$ cat src/rtl/rgmii_tx_fmt_if.sv
// Byte stream from the MAC into the RGMII transmit formatter.
// The MAC is the master. The formatter is the slave and drives tready.
interface rgmii_tx_fmt_if;
    logic [7:0] tdata;
    logic       tvalid;
    logic       tready;
    logic       tlast;
    logic       tuser;

    modport master (output tdata, output tvalid, output tlast, output tuser, input tready);
    modport slave  (input tdata, input tvalid, input tlast, input tuser, output tready);
endinterface

$ cat src/rtl/rgmii_tx_fmt.sv
// RGMII transmit formatter: wraps MAC frames in preamble/SFD, enforces the IFG,
// and presents the two DDR nibbles and the TX_EN / TX_EN^TX_ER control pair per cycle.
module rgmii_tx_fmt #(
    parameter int unsigned PREAMBLE_LEN = 7,
    parameter int unsigned IFG_LEN      = 12
) (
    input  logic              phy_clk,
    input  logic              phy_rst_n,
    rgmii_tx_fmt_if.slave     s,
    output logic [3:0]        txd_d1,
    output logic [3:0]        txd_d2,
    output logic              txctl_d1,
    output logic              txctl_d2,
    output logic              tx_busy,
    output logic              underflow
);

    typedef enum logic [2:0] {
        ST_IDLE,
        ST_PRE,
        ST_SFD,
        ST_DATA,
        ST_ABORT,
        ST_IFG
    } state_e;

    localparam int unsigned CNT_W    = 8;
    localparam logic [CNT_W-1:0] PRE_TERM = CNT_W'(PREAMBLE_LEN - 1);
    localparam logic [CNT_W-1:0] IFG_TERM = CNT_W'(IFG_LEN - 1);

    state_e           state_q, state_d;
    logic [CNT_W-1:0] cnt_q, cnt_d;
    logic [7:0]       byte_q, byte_d;
    logic             en_q, en_d;
    logic             ctl2_q;
    logic             er_d;
    logic             busy_q;
    logic             uf_q, uf_d;

    // NOTE: sequential state uses non-blocking assignments only, so every flop samples pre-edge values.
    always_ff @(posedge phy_clk or negedge phy_rst_n) begin
        if (!phy_rst_n) begin
            state_q <= ST_IDLE;
            cnt_q   <= '0;
            byte_q  <= '0;
            en_q    <= 1'b0;
            ctl2_q  <= 1'b0;
            busy_q  <= 1'b0;
            uf_q    <= 1'b0;
        end else begin
            state_q <= state_d;
            cnt_q   <= cnt_d;
            byte_q  <= byte_d;
            en_q    <= en_d;
            ctl2_q  <= en_d ^ er_d;
            busy_q  <= (state_d != ST_IDLE);
            uf_q    <= uf_d;
        end
    end

    // NOTE: every signal written here gets a default first, so no latch can be inferred.
    always_comb begin
        state_d = state_q;
        cnt_d   = cnt_q;
        unique case (state_q)
            ST_IDLE:  if (s.tvalid) state_d = ST_PRE;
            ST_PRE: begin
                if (cnt_q == PRE_TERM) state_d = ST_SFD;
                else                   cnt_d   = cnt_q + CNT_W'(1);
            end
            ST_SFD:   state_d = ST_DATA;
            ST_DATA: begin
                if (!s.tvalid)     state_d = ST_ABORT;
                else if (s.tlast)  state_d = ST_IFG;
            end
            ST_ABORT: if (s.tvalid && s.tlast) state_d = ST_IFG;
            ST_IFG: begin
                if (cnt_q == IFG_TERM) state_d = ST_IDLE;
                else                   cnt_d   = cnt_q + CNT_W'(1);
            end
            default:  state_d = ST_IDLE;
        endcase
        // Each state counts from zero, so the counter clears on every transition.
        if (state_d != state_q) cnt_d = '0;
    end

    // TX_EN=0 leaves byte and error at zero, which keeps the whole wire quiet between frames.
    always_comb begin
        byte_d = '0;
        en_d   = 1'b0;
        er_d   = 1'b0;
        uf_d   = 1'b0;
        unique case (state_q)
            ST_PRE: begin
                en_d   = 1'b1;
                byte_d = 8'h55;
            end
            ST_SFD: begin
                en_d   = 1'b1;
                byte_d = 8'hD5;
            end
            ST_DATA: begin
                en_d = 1'b1;
                if (s.tvalid) begin
                    byte_d = s.tdata;
                    er_d   = s.tuser;
                end else begin
                    er_d = 1'b1;
                    uf_d = 1'b1;
                end
            end
            default: ;
        endcase
    end

    assign s.tready  = (state_q == ST_DATA) || (state_q == ST_ABORT);
    assign txd_d1    = byte_q[3:0];
    assign txd_d2    = byte_q[7:4];
    assign txctl_d1  = en_q;
    assign txctl_d2  = ctl2_q;
    assign tx_busy   = busy_q;
    assign underflow = uf_q;

endmodule

$ cat src/flat_wrapper.sv
// flat-port wrapper written by rule: the top's interface ports become plain ports
module rgmii_tx_fmt_flat 
#(
    parameter int unsigned PREAMBLE_LEN = 7,
    parameter int unsigned IFG_LEN      = 12
)
  (phy_clk, phy_rst_n, txd_d1, txd_d2, txctl_d1, txctl_d2, tx_busy, underflow, s_tdata, s_tvalid, s_tlast, s_tuser, s_tready);
  rgmii_tx_fmt_if s_i ();
  input  logic phy_clk;
  input  logic phy_rst_n;
  output logic [3:0] txd_d1;
  output logic [3:0] txd_d2;
  output logic txctl_d1;
  output logic txctl_d2;
  output logic tx_busy;
  output logic underflow;
  input wire logic [$bits(s_i.tdata)-1:0] s_tdata;
  input wire logic [$bits(s_i.tvalid)-1:0] s_tvalid;
  input wire logic [$bits(s_i.tlast)-1:0] s_tlast;
  input wire logic [$bits(s_i.tuser)-1:0] s_tuser;
  output wire logic [$bits(s_i.tready)-1:0] s_tready;
  assign s_i.tdata = s_tdata;
  assign s_i.tvalid = s_tvalid;
  assign s_i.tlast = s_tlast;
  assign s_i.tuser = s_tuser;
  assign s_tready = s_i.tready;
  rgmii_tx_fmt #(.PREAMBLE_LEN(PREAMBLE_LEN), .IFG_LEN(IFG_LEN)) u_core (.phy_clk(phy_clk), .phy_rst_n(phy_rst_n), .s(s_i), .txd_d1(txd_d1), .txd_d2(txd_d2), .txctl_d1(txctl_d1), .txctl_d2(txctl_d2), .tx_busy(tx_busy), .underflow(underflow));
endmodule
$ cat config.mk
export PLATFORM = sky130hd
export DESIGN_NAME = rgmii_tx_fmt_flat
export DESIGN_NICKNAME = d
export VERILOG_FILES = /design/src/rtl/rgmii_tx_fmt_if.sv /design/src/rtl/rgmii_tx_fmt.sv /design/src/flat_wrapper.sv
export SDC_FILE = /design/constraint.sdc
export NUM_CORES = 1
export LEC_CHECK = 0
export BUFFER_PORTS_ARGS = -buffer_cell sky130_fd_sc_hd__clkbuf_2
export CORE_ASPECT_RATIO = 1.2
export CORE_MARGIN = 2
export CORE_UTILIZATION = 50
export CTS_CLUSTER_SIZE = 24
export DETAILED_ROUTE_END_ITERATION = 8
export PLACE_DENSITY = 0.87
export RECOVER_POWER = 50
export SLEW_MARGIN = 10
export SYNTH_ARGS = -nofsm -noshare
export SYNTH_HDL_FRONTEND = slang
export SYNTH_SLANG_ARGS = --single-unit
$ cat constraint.sdc
create_clock -name phy_clk -period 2.2 [get_ports phy_clk]
set_input_delay 0.44 -clock phy_clk [delete_from_list [all_inputs] [get_ports phy_clk]]
set_output_delay 0.44 -clock phy_clk [all_outputs]
set_load 0.02 [all_outputs]
==> results.cfg, run 1 <==
[route]
drt_iter0_drc = 49
via_per_inst = 5.67
firstDrtPassIters = 5
drcViolationCount = 0
wl_um = 2350
wl_per_cell_um = 13.5
drtAntennaViolNets = 0
vias = 993

[placed_design]
port_buffers = 25
globalplace.congestion = 0.913
placed_cell_area_mm2 = 0.00129
hpwl_um = 1630
pre_cts_ws_ns = 0.456

[flow_run]
max-cap-violations = 0

[final_layout]
layout_commonest_cell = clkbuf_2
antenna_cells = 0
nets = 160
final_cell_mix = 23 x clkbuf_2, 21 x dfrtp_1, 17 x nor2_1
final_util_pct = 59.1
nFillCells = 216
drive_above_1_share_pct = 21.5
postLayoutCellArea_mm2 = 0.00132
syn_to_final_growth_pct = 15.2

[yosys]
synth_compound_area_share_pct = 15.2
synth.top_cells.by_area = dfrtp_1 50%, nor2_1 5.6%, a21oi_1 4.8%, xnor2_1 3.1%, nand2_1 2.9%
seq_area_frac_synth_pct = 50.2
yosysTopAreaCellShare_pct = 50.2
syn_nets = 134
synth_seq_cells = 23
syn_area_mm2 = 0.00115
synth_top_cell_by_area = dfrtp_1
synthSimpleGateAreaFrac_pct = 25.5
postSynthAreaPerCell_um2 = 9.64
synthCells = 119
synth_fa_ha_area_share_pct = 2.18
synthMuxAreaShare_pct = 0.872
synth_xor_area_share_pct = 3.05
synth_top_family_by_area = simple AND/OR/NAND/NOR gates
ys_types = 36
yosys_warnings = 0

[global_routing]
grt_pass1_wl_um = 3920
antenna_found_initial = 0
grt_overflow = 0
grt_max_degree = 24
grt_util_all_layers_pct = 19.5
grt_pass1_vias = 895

[timing]
hold_viol = 0
rsz0062_at_grt = no
post-route-worst-setup-slack_ns = 0.228
post-route-min-period_ns = 1.97
fmax_ghz = 0.507
clock_skew_ns = 0.00238
finalSetupTns_ns = 0
fin_crit_sh_pct = 89.6
max_slew_margin_pct = 21.9
tightest_slew_ns = 1.17
maxSlewViolCount = 0
finalSetupViolations = 0

[die]
start_util_pct = 51.3
num_rows = 19
dieHeight_um = 56.5
dieArea_mm2 = 0.00270
dieWidth_um = 47.7
core-area_mm2 = 0.00223
boundaryPins = 26

[clock_network]
clock-sinks = 23
htreeDepth = 1
root_buffer = clkbuf_4
cts_hold_buf = 0
cts_buffers = 3
clk-insertion-delay-late_ns = 0.31
path_clk_slew_ns = 0.11
cts_tree = built
clockBufferDepth = 2

[worst_hold_path]
hp-class = primary input to asynchronous set/reset pin

[setup_path]
path_delay_family = flip-flops
setup.worst_path.class = flip-flop to output pin
cp_slowest_cell = dfrtp_2
path_buf_inv = 1
critical_path_required_ns = 1.76
crit_chain = nand2_1 -> nor2_1 -> a21o_1 -> clkbuf_2
worstSetupEndpointType = output pin
critPathMaxStageDelay_ns = 0.52
cp_max_fo = 16
arrival_ns = 1.53
cp-start-kind = flip-flop

[power_and_ir_drop]
leakagePower_uw = 0.000634
vdd_drop_max_mv = 0.781
power_density_mw_per_mm2 = 1170
power_uw = 1550

[status]
status = completed
cells by family after synthesis:
family / after synthesis
AO/OA/AOI/OAI: 28
multiplexers: 1
XOR/XNOR: 4
flip-flops: 23
AND/OR/NAND/NOR: 52
adder cells (fa/ha/maj): 2
buffers and inverters: 9
state kept, by name, summed over array words and instances, names as in the netlist:
name / cells
u_core.txctl_d2: 1
u_core.byte_q: 8
u_core.tx_busy: 1
u_core.txctl_d1: 1
u_core.cnt_q: 8
u_core.underflow: 1
u_core.state_q: 3
metrics by stage:
step           std cells  hold WS [ns]
6_report             175         0.336
5_1_grt              175         0.333
4_1_cts              175         0.112
3_5_place_dp         171         0.453
3_3_place_gp         171         0.444
2_1_floorplan        119         0.144
path summary, 6_finish.rpt:
check                             startpoint                end  slack (ns)  depth (start not counted)
max                        u_core.state_q[1]           s_tready        0.23                          4
min                                phy_rst_n    u_core.cnt_q[1]        0.34                          1
max reg2reg                  u_core.cnt_q[0]    u_core.cnt_q[2]        0.41                          6
min reg2reg                u_core.state_q[0]   u_core.byte_q[7]        0.62                          1
max in group asynchronous          phy_rst_n  u_core.state_q[0]        1.09                          1
min in group phy_clk              s_tdata[7]   u_core.byte_q[7]        0.35                          3
per-layer routing:
layer / track usage (%) / routed length, um
met5: 0 / 0
met4: 7.34 / 39
met3: 3.86 / 155
met2: 30.3 / 1210
met1: 26.1 / 950
synth_stat cells (all sizes together):
master and number:
nand2 9, nor4 1, clkbuf 3, a22oi 1, a32oi 1, and4bb 2
buf 1, and3b 1, and3 3, dfrtp 23, and4b 1, a21oi 11
o221ai 2, nor3 4, o21ai 7, inv 5, nand3b 1, a31oi 2
mux2i 1, a311oi 1, a21o 1, o21a 1, or4 1, nor2b 1
nand4 3, o31ai 1, ha 2, and2b 1, and4 1, nor2 17
nand3 2, xnor2 4, nand2b 4
power by group:
group	switching (uW)	total [uW]	internal, uW
clock network	117	187	70.8
logic	408	662	254
registers	145	698	553
repair_timing:
| action | CTS | global route |
|---|---|---|
| setup buffers | 0 | 0 |
| endpoints found under the hold margin | 0 | 0 |
| endpoints found under the setup margin | 0 | 1 |
| resized for setup | 0 | 2 |
layout make-up:
| type | count | area, um^2 | share of cell area [%] |
|---|---|---|---|
| Clock buffer | 4 | 26.3 | 1.99 |
| Multi-Input combinational cell | 87 | 537 | 40.6 |
| Sequential cell | 23 | 578 | 43.7 |
| Timing Repair Buffer | 25 | 123 | 9.28 |
| Tap cell | 31 | 38.8 | 2.94 |
| Inverter | 5 | 18.8 | 1.42 |
Power figures use the tool's default switching activity.
==> run 2, diff against run 1 <==
==> constraint.sdc (replaced) <==
create_clock -name phy_clk -period 2.2 [get_ports phy_clk]
set_input_delay 0 -clock phy_clk [delete_from_list [all_inputs] [get_ports phy_clk]]
set_output_delay 0 -clock phy_clk [all_outputs]
set_load 0.02 [all_outputs]
==> results.cfg, run 2 (same netlist as run 1, synthesis figures left out) <==
[die]
num_rows = 19
dieWidth_um = 47.7
core-area_mm2 = 0.00223
boundaryPins = 26
dieArea_mm2 = 0.00270
dieHeight_um = 56.5
start_util_pct = 51.3

[power_and_ir_drop]
leakagePower_uw = 0.000666
power_uw = 1560
power_density_mw_per_mm2 = 1100
vdd_drop_max_mv = 0.679

[clock_network]
ctsResizeCount = 0
cts_tree = built
cts_setup_buffers = 0
clk-insertion-delay-late_ns = 0.31
htreeDepth = 1
path_clk_slew_ns = 0.13
cts_buffers = 3
cts_hold_buf = 10
root_buffer = clkbuf_4
clock-sinks = 23
clockBufferDepth = 2

[final_layout]
syn_to_final_growth_pct = 23.2
fin_cells = 185
nets = 170
antenna_cells = 0
drive_above_1_share_pct = 16.2
final_cell_mix = 23 x dfrtp_1, 18 x clkbuf_2, 17 x nor2_1
layout_commonest_cell = dfrtp_1
top_regs = u_core.byte_q (8), u_core.cnt_q (8), u_core.state_q (3)
postLayoutCellArea_mm2 = 0.00141
final_util_pct = 63.3

[setup_path]
r2r-start = u_core.cnt_q[0]
regToRegSetupSlack_ns = 0.43
critPathMaxStageDelay_ns = 0.42
r2r_cells = 6
worstSetupEndpointType = flip-flop
cp_max_fo = 5
worstReg2RegEnd = u_core.cnt_q[2]
cp-start-kind = flip-flop
critical_path_required_ns = 2.45
arrival_ns = 2.01
setup.worst_path.class = flip-flop to flip-flop
cp_slowest_cell = dfrtp_1
crit_chain = inv_1 -> ha_1 -> and4bb_1 -> o21a_1 -> or4_1 -> a21oi_1

[worst_hold_path]
hold_end = u_core.state_q[0]
hp-start = s_tlast
hp-class = primary input to flip-flop
hold_depth = 3

[timing]
clock_skew_ns = 0.00105
hold_viol = 0
fmax_ghz = 0.566
fin_crit_sh_pct = 80.3
rsz0062_at_grt = no
finalSetupViolations = 0
post-route-min-period_ns = 1.77
tightest_slew_ns = 1.19
max_slew_margin_pct = 20.4
maxSlewViolCount = 0
finalSetupTns_ns = 0

[global_routing]
grt_overflow = 0
antenna_found_initial = 0
grt_pass1_vias = 962
grt_util_all_layers_pct = 21.3
grt_pass1_wl_um = 4250
grt_max_degree = 24

[route]
wl_um = 2580
drtAntennaViolNets = 0
top_layer = met4
drt_iter0_drc = 31
via_per_inst = 5.48
drcViolationCount = 0
wl_met2_um = 1360
dr_wl_met3_um = 93
wl_per_cell_um = 13.9
vias = 1014
wl_met1_um = 1040
firstDrtPassIters = 5

[flow_run]
max-cap-violations = 0

[status]
status = completed

[placed_design]
globalplace.congestion = 0.859
hpwl_um = 1700
placed_cell_area_mm2 = 0.00129
dpl.cell_count = 171
port_buffers = 25
-- run 2: changes by cell type in the layout (fill, tap and decap cells not counted) --
cell / change
dlygate4sd3_1: +10
clkbuf_2: -5
clkbuf_1: +4
dfrtp_1: +2
dfrtp_2: -2
clkinv_2: +1
o21ai_0: -1
o21ai_1: +1
-- run 2: final cells by class --
class	count	area (um^2)
timing repair buffer	35	216
clock buffer	3	22.5
clock inverter	1	5.00
inverter	5	18.8
fill	198	821
multi-input combinational	87	537
sequential	23	576
tap	31	38.8
-- run 2: routing by layer --
| metal | vias to the layer above | GRT usage (%) |
|---|---|---|
| met4 | 0 | 8.49 |
| met3 | 12 | 2.89 |
| met2 | 30 | 34.5 |
| met5 | - | 0 |
| li1 | 492 | - |
| met1 | 480 | 27.4 |
-- run 2: how the worst max path moves through the flow --
stage                                from              end  slack (ns)  depth (start not counted)
after floorplan           u_core.cnt_q[0]  u_core.cnt_q[2]        0.57                          6
after global placement    u_core.cnt_q[0]  u_core.cnt_q[2]        0.52                          6
after detailed placement  u_core.cnt_q[0]  u_core.cnt_q[2]        0.45                          6
after CTS                 u_core.cnt_q[0]  u_core.cnt_q[1]        0.43                          6
after global routing      u_core.cnt_q[0]  u_core.cnt_q[2]        0.26                          6
final                     u_core.cnt_q[0]  u_core.cnt_q[2]        0.43                          6
-- run 2: report_power, final --
part           internal, uW  switching, uW  total, uW
Clock                  68.0            129        197
Combinational           258            407        665
Sequential              550            149        698
Total                   876            685       1560
-- run 2: worst max-delay path, delay by kind of cell, from the launching register on --
family          cells  cell delay (ns)
buf+inv             1             0.08
compound gates      2             0.36
flops               1             0.42
fa+ha+maj           1             0.24
simple gates        2             0.61
-- run 2: stage by stage --
stage | setup slack (ns) | hold slack (ns)
3_3_place_gp | 0.518 | 0.00461
4_1_cts | 0.432 | 0.0148
2_1_floorplan | 0.568 | -0.296
6_report | 0.434 | 0.00861
3_5_place_dp | 0.451 | 0.00983
5_1_grt | 0.264 | 0.0222
